### src/rtl/start_fifo_srl_ctrl.sv
// Start-token FIFO controller driving an external SRL: occupancy, head address and ap_fifo handshakes.
// Optional START_FIFO_OCC_EN adds the occupancy/err_sticky/err_clr debug ports.
module start_fifo_srl_ctrl #(
  parameter int unsigned DATA_WIDTH = 1,
  parameter int unsigned ADDR_WIDTH = 1,
  parameter int unsigned DEPTH      = 2,
  parameter int unsigned AF_MARGIN  = 1
) (
  input  logic                  clk,
  input  logic                  reset_n,
  input  logic                  if_write_ce,
  input  logic                  if_write,
  input  logic [DATA_WIDTH-1:0] if_din,
  output logic                  if_full_n,
  output logic                  if_almost_full_n,
  input  logic                  if_read_ce,
  input  logic                  if_read,
  output logic [DATA_WIDTH-1:0] if_dout,
  output logic                  if_empty_n,
  output logic                  sreg_we,
  output logic [ADDR_WIDTH-1:0] sreg_addr,
  output logic [DATA_WIDTH-1:0] sreg_din,
  input  logic [DATA_WIDTH-1:0] sreg_dout
`ifdef START_FIFO_OCC_EN
  ,
  output logic [ADDR_WIDTH:0]   occupancy,
  output logic                  err_sticky,
  input  logic                  err_clr
`endif
);

  localparam int unsigned CNT_W = ADDR_WIDTH + 1;
  localparam logic [CNT_W-1:0] FULL_CNT = CNT_W'(DEPTH);
  localparam logic [CNT_W-1:0] AF_CNT   = CNT_W'(DEPTH - AF_MARGIN);

  logic [CNT_W-1:0]      cnt_q, cnt_d;
  logic [ADDR_WIDTH-1:0] addr_q, addr_d;
  logic                  empty_n_q, empty_n_d;
  logic                  full_n_q, full_n_d;
  logic                  afull_n_q, afull_n_d;
  logic                  push_c, pop_c;

  assign push_c = if_write_ce & if_write & full_n_q;
  assign pop_c  = if_read_ce & if_read & empty_n_q;

  // Head sits at cnt-1 because the SRL shifts new tokens in at address 0.
  always_comb begin
    cnt_d  = cnt_q;
    addr_d = addr_q;
    unique case ({push_c, pop_c})
      2'b10: begin
        cnt_d = cnt_q + CNT_W'(1);
        if (cnt_q != '0) addr_d = addr_q + ADDR_WIDTH'(1);
      end
      2'b01: begin
        cnt_d = cnt_q - CNT_W'(1);
        if (cnt_q != CNT_W'(1)) addr_d = addr_q - ADDR_WIDTH'(1);
      end
      default: ;
    endcase
    empty_n_d = (cnt_d != '0);
    full_n_d  = (cnt_d != FULL_CNT);
    afull_n_d = (cnt_d < AF_CNT);
  end

  always_ff @(posedge clk or negedge reset_n) begin
    if (!reset_n) begin
      cnt_q     <= '0;
      addr_q    <= '0;
      empty_n_q <= 1'b0;
      full_n_q  <= 1'b1;
      afull_n_q <= 1'b1;
    end else begin
      cnt_q     <= cnt_d;
      addr_q    <= addr_d;
      empty_n_q <= empty_n_d;
      full_n_q  <= full_n_d;
      afull_n_q <= afull_n_d;
    end
  end

  assign if_empty_n       = empty_n_q;
  assign if_full_n        = full_n_q;
  assign if_almost_full_n = afull_n_q;
  assign sreg_addr        = addr_q;
  assign sreg_we          = push_c;
  assign sreg_din         = if_din;
  assign if_dout          = sreg_dout;

`ifdef START_FIFO_OCC_EN
  logic err_q, err_d;
  logic err_ev_c;

  // Rejected write or read; a new error outranks a simultaneous clear.
  assign err_ev_c = (if_write_ce & if_write & ~full_n_q) | (if_read_ce & if_read & ~empty_n_q);

  always_comb begin
    err_d = err_q;
    if (err_clr)  err_d = 1'b0;
    if (err_ev_c) err_d = 1'b1;
  end

  always_ff @(posedge clk or negedge reset_n) begin
    if (!reset_n) err_q <= 1'b0;
    else          err_q <= err_d;
  end

  assign occupancy  = cnt_q;
  assign err_sticky = err_q;
`endif

endmodule

### config.mk
export PLATFORM = sky130hd
export DESIGN_NAME = start_fifo_srl_ctrl
export DESIGN_NICKNAME = d
export VERILOG_FILES = /design/src/rtl/start_fifo_srl_ctrl.sv
export SDC_FILE = /design/constraint.sdc
export NUM_CORES = 1
export LEC_CHECK = 0
export BUFFER_PORTS_ARGS = -buffer_cell sky130_fd_sc_hd__buf_2
export CORE_AREA = 2 2 39 41
export DETAILED_ROUTE_END_ITERATION = 8
export DIE_AREA = 0 0 41 43
export HOLD_SLACK_MARGIN = 0.06
export PLACE_DENSITY = 0.58
export SLEW_MARGIN = 20
export SYNTH_ARGS = -nofsm -noshare
export SYNTH_HDL_FRONTEND = slang
export SYNTH_SLANG_ARGS = --single-unit
### constraint.sdc
create_clock -name clk -period 1.9 [get_ports clk]
set_input_delay 0.38 -clock clk [delete_from_list [all_inputs] [get_ports clk]]
set_output_delay 0.38 -clock clk [all_outputs]
set_load 0.03 [all_outputs]
# Yosys cells after proc, flatten, opt, wreduce, memory -nomap -nowiden
# Cells that the tools add are included.
[word_totals]
register_bits = 6
output_inout_bits = 7
wordCells = 28
[op_classes]
n_addsub = 4
order_cmp = 1
eq_ne = 6
muxes = 4
bitwise = 4
n_reduce_logical = 4
[ops]
columns = ["operator", "n"]
rows = [
  ["$ne 2x2->1 const B", 3],
  ["$reduce_bool 2->1", 3],
  ["$and 1x1->1", 4],
  ["$pmux 2 s2", 1],
  ["$reduce_and 3->1", 1],
  ["$add 2x1->2 const B", 1],
  ["$eq 2x1->1 const B", 1],
  ["$eq 2x2->1 const B", 1],
  ["$lt 2x1->1 const B", 1],
  ["$mux 1", 2],
  ["$ne 2x1->1 const B", 1],
  ["$pmux 1 s2", 1],
  ["$sub 2x1->2 const B", 1],
  ["$add 1x1->1 const B", 1],
  ["$sub 1x1->1 const B", 1],
]

# Logic depth before layout (Yosys ltp)
[logic_depth]
ltp_word = 5
ltp_mapped = 6
ltp_nobuf = 6

# Least setup slack after synthesis
# Ideal clock, no wire load.
[synth_timing]
path_kind = "reg-to-reg"
from = "reg full_n_q, in the netlist if_full_n"
to = "reg empty_n_q, in the netlist if_empty_n"
arrival_ns = 1.597
slack_ns = 0.238
stages_incl_launch_ff = 7
path_buffers = 0
period_less_slack_ns = 1.662
path_cell_list = "dfstp_2 -> nand3_1 -> inv_1 -> ha_1 -> mux2i_1 -> o21ai_1 -> or2_1"
[synth_between]
elab_chain_cells = 4
word_cells_on_any_way = 5
[synth_lines]
columns = ["element", "line_no", "rtl"]
rows = [
  ["start, declared", "39", "logic full_n_q, full_n_d;"],
  ["start signal, assigned", "77", "full_n_q <= full_n_d;"],
  ["$and 1x1->1 (*)", "43", "assign push_c = if_write_ce & if_write & full_n_q;"],
  ["net sreg_we", "20", "output logic sreg_we,"],
  ["$eq 2x1->1 / $eq 2x2->1 (equally long branches)", "50", "unique case ({push_c, pop_c})"],
  ["$pmux 2 s2 (*)", "50", ""],
  ["net cnt_d[1]", "36", "logic [CNT_W-1:0] cnt_q, cnt_d;"],
  ["$reduce_bool 2->1 (*)", "61", "empty_n_d = (cnt_d != '0);"],
  ["net empty_n_d", "38", "logic empty_n_q, empty_n_d;"],
  ["end signal, assigned", "76", "empty_n_q <= empty_n_d;"],
  ["end, declared", "38", ""],
]
# Mark *: on every way through the listed nets, which the timed path passes. The rest lies on a longest branch.
# A chain may end at the register's enable or synchronous reset.

# Worst setup path after layout
[layout_timing]
from = "reg full_n_q, in the netlist if_full_n"
to = "reg empty_n_q, in the netlist if_empty_n"
[layout_between]
elab_chain_cells = 4
word_cells_on_any_way = 5
[layout_lines]
columns = ["element", "line_no"]
rows = [
  ["$and 1x1->1 (*)", "43"],
  ["$eq 2x1->1 / $eq 2x2->1 (equally long branches)", "50"],
  ["$pmux 2 s2 (*)", "50"],
  ["net cnt_d[0]", "36"],
  ["$reduce_bool 2->1 (*)", "61"],
  ["net empty_n_d", "38"],
]
# Marked as above.

==> impl_metrics.csv <==
group,metric,value,unit
synth,synthTopCellsByArea,"dfrtp_1 (31%), ha_1 (19%), dfstp_2 (16%)",
clock_tree,ctsResizeCount,0,
sta,fin_ws,0.3427,ns
synth,syn_inst,30,
pwr,share_comb_of_total_power,0.450,
setup_path,reg2reg_depth,5,
synth,synth_seq_area_share,0.4656,
global_route,grt_max_degree,7,
clock_tree,clk_transition_reported_paths,0.04,ns
routing,routed_wl,479,um
synth,yosysWarningCount,0,
cells_and_area,drive_above_1_share,0.3810,
global_route,grt_pass1_vias,214,
sta,skew,0.004143,ns
sta,relSlewSlack,0.7938,
place,dp_cells,54,
global_route,antenna_found_initial,0,
clock_tree,root_buffer,"clkbuf_4",
place,dpl_worst_slack,0.3332,ns
die,start_util,0.2369,
synth,async_reset_ff_frac,1.000,
synth,synth_ff_type,"dfrtp_1",
synth,synth_nets,43,
clock_tree,numCtsBuffers,3,
routing,drt-initial-drc-count,3,
sta,fin_setup_tns,0,ns
clock_tree,insertion_delay,0.24,ns
pwr,powerDensity,1496,nW/um^2
setup_path,start_kind,"flop",
routing,wire_per_inst,8.259,um
global_route,grtUsageTotal,0.08012,
die,die_area,1763,sq um
synth,ys_ff_latch,6,
pwr,p_total,0.6214,mW
pwr,sw_frac_of_total,0.4040,
routing,antenna_left,0,
sta,max_freq,642.1,MHz
place,hpwlAfterDp,399.8,um
synth,synthTopCellsByCount,"ha_1 (5), dfrtp_1 (4), inv_1 (4)",
setup_path,end_kind,"flop",
worst_hold_path,hold_path_depth,1,
place,io_buffers,10,
clock_tree,cts_num_sinks,6,
sta,min_period_over_period,0.8196,
sta,drv_slew,0,
routing,drc,0,
worst_hold_path,hold_path.class,"flop to flop",
synth,ys_types,16,
setup_path,worst-path-max-fanout,5,
clock_tree,cts_tree,"built",
synth,avgSynthCellArea,10.93,sq um
pwr,p_leak,0.2185,nW
sta,setup_viol_count_final,0,
routing,via_count,235,
global_route,grt_pass1_wl,828,um
pwr,seqPwrFrac,0.367,
synth,netlist.area_leader.share,0.3053,
sta,tightest_slew,0.3093,ns
die,chipWidth,41,um
clock_tree,htreeDepth,1,
sta,period_needed,1.557,ns
clock_tree,cts_buffer_depth,2,
pwr,clkPwrFrac,0.183,
pwr,vdd_drop_max,0.0005006,V
setup_path,path_class,"flop to flop",
pwr,p_int,0.3703,mW
synth,synth_edf_count,0,
run,drv_cap,0,
synth,synth.cell_area,327.8,sq um
routing,drtPass1Iterations,2,
place,gp_congestion,0.7118,
cells_and_area,num-nets-final,57,
sta,hold_violations,0,
global_route,overflow,0,
synth,yosysMostFrequentCell,"ha_1",
routing,viasPerCell,4.052,
die,fp.coreArea,1384,sq um
die,row_count,14,
cells_and_area,area_growth,26.72,%
die,ios,15,
status,status,"completed",
cells_and_area,final_cells,58,
synth,synth_top_cell_by_area,"dfrtp_1",
pwr,switchingPower,0.2510,mW
cells_and_area,diodes,0,
setup_path,arrival,1.68,ns
sta,rsz0062_at_grt,"no",
die,die_h,43,um
setup_path,cp.required,2.02,ns
registers in the layout, summed over array words and instances (netlist names):
signal            cells
cnt_q                 2
if_almost_full_n      1
if_empty_n            1
if_full_n             1
sreg_addr             1
timing repair:
action | in CTS | in global routing
hold endpoints to repair | 4 | 0
setup buffers | 0 | 0
hold buffers | 1 | 0
layer usage:
metal | up-vias | part of all wire | track usage
li1 | 119 | - | -
met1 | 109 | 0.41 | 0.06977
met2 | 5 | 0.51 | 0.1063
met3 | 2 | 0.040 | 0.04712
met4 | 0 | 0.040 | 0.1000
met5 | - | 0 | 0
layout make-up:
class / instances / area, sq um
clock buffers: 3 / 22.52
repair buffers: 11 / 60.06
well taps: 16 / 20.02
flip-flops and latches: 6 / 152.6
multi-input cells: 18 / 145.1
inverters: 4 / 15.01
fillers: 149 / 968.4
layout by cell type (no fill, tap or decap):
master         count
nand2b_1           1
o21ai_2            1
a221oi_1           1
nand3_1            2
nand2_1            2
clkbuf_4           3
o21bai_1           1
or2_1              1
dlygate4sd3_1      1
dfrtp_1            4
o21ai_1            1
buf_2             10
xor2_1             1
inv_1              4
nor2_1             1
dfstp_2            2
ha_1               5
mux2i_1            1
through the flow:
stage                     hold WS [ns]  area [sq um]    util
after floorplan                0.08441         327.8       -
after global placement          0.2091         382.9  0.2767
after detailed placement        0.2074         382.9  0.2767
after CTS                       0.4720         415.4  0.3002
after global routing            0.4730         415.4  0.3002
final                           0.4637         415.4  0.3002
final timing paths:
path | start | slack [ns] | to
hold reg to reg | sreg_addr | 0.46 | sreg_addr
hold / removal | sreg_addr | 0.46 | sreg_addr
setup reg to reg | if_full_n | 0.34 | if_empty_n
setup / recovery | if_full_n | 0.34 | if_empty_n
min in group asynchronous | reset_n | 0.49 | sreg_addr
max in group asynchronous | reset_n | 1.19 | if_full_n
critical path: stages, from the launching register on:
cell	delay [ns]
dfstp_2	0.52
nand3_1	0.12
ha_1	0.37
o21bai_1	0.14
o21ai_2	0.09
or2_1	0.20
cells by family (layout without fill, tap and decap cells):
kind of cell	Yosys count	after routing	share of synthesized area
AND/OR/NAND/NOR	7	7	0.1031
buffers and inverters	6	18	0.09158
XOR/XNOR	1	1	0.02672
multiplexers	1	1	0.03054
adder cells (fa/ha/maj)	5	5	0.1908
flip-flops	6	6	0.4657
AO/OA/AOI/OAI	4	4	0.09161
power by group through the flow:
stage               clock network, mW  registers (mW)  logic, mW
floorplan                           0           0.303      0.145
global placement                    0           0.230      0.284
detailed placement                  0           0.231      0.283
CTS                             0.119           0.229      0.287
global route                    0.130           0.235      0.314
finish                          0.114           0.228      0.279
(Power assumes the default switching activity.)
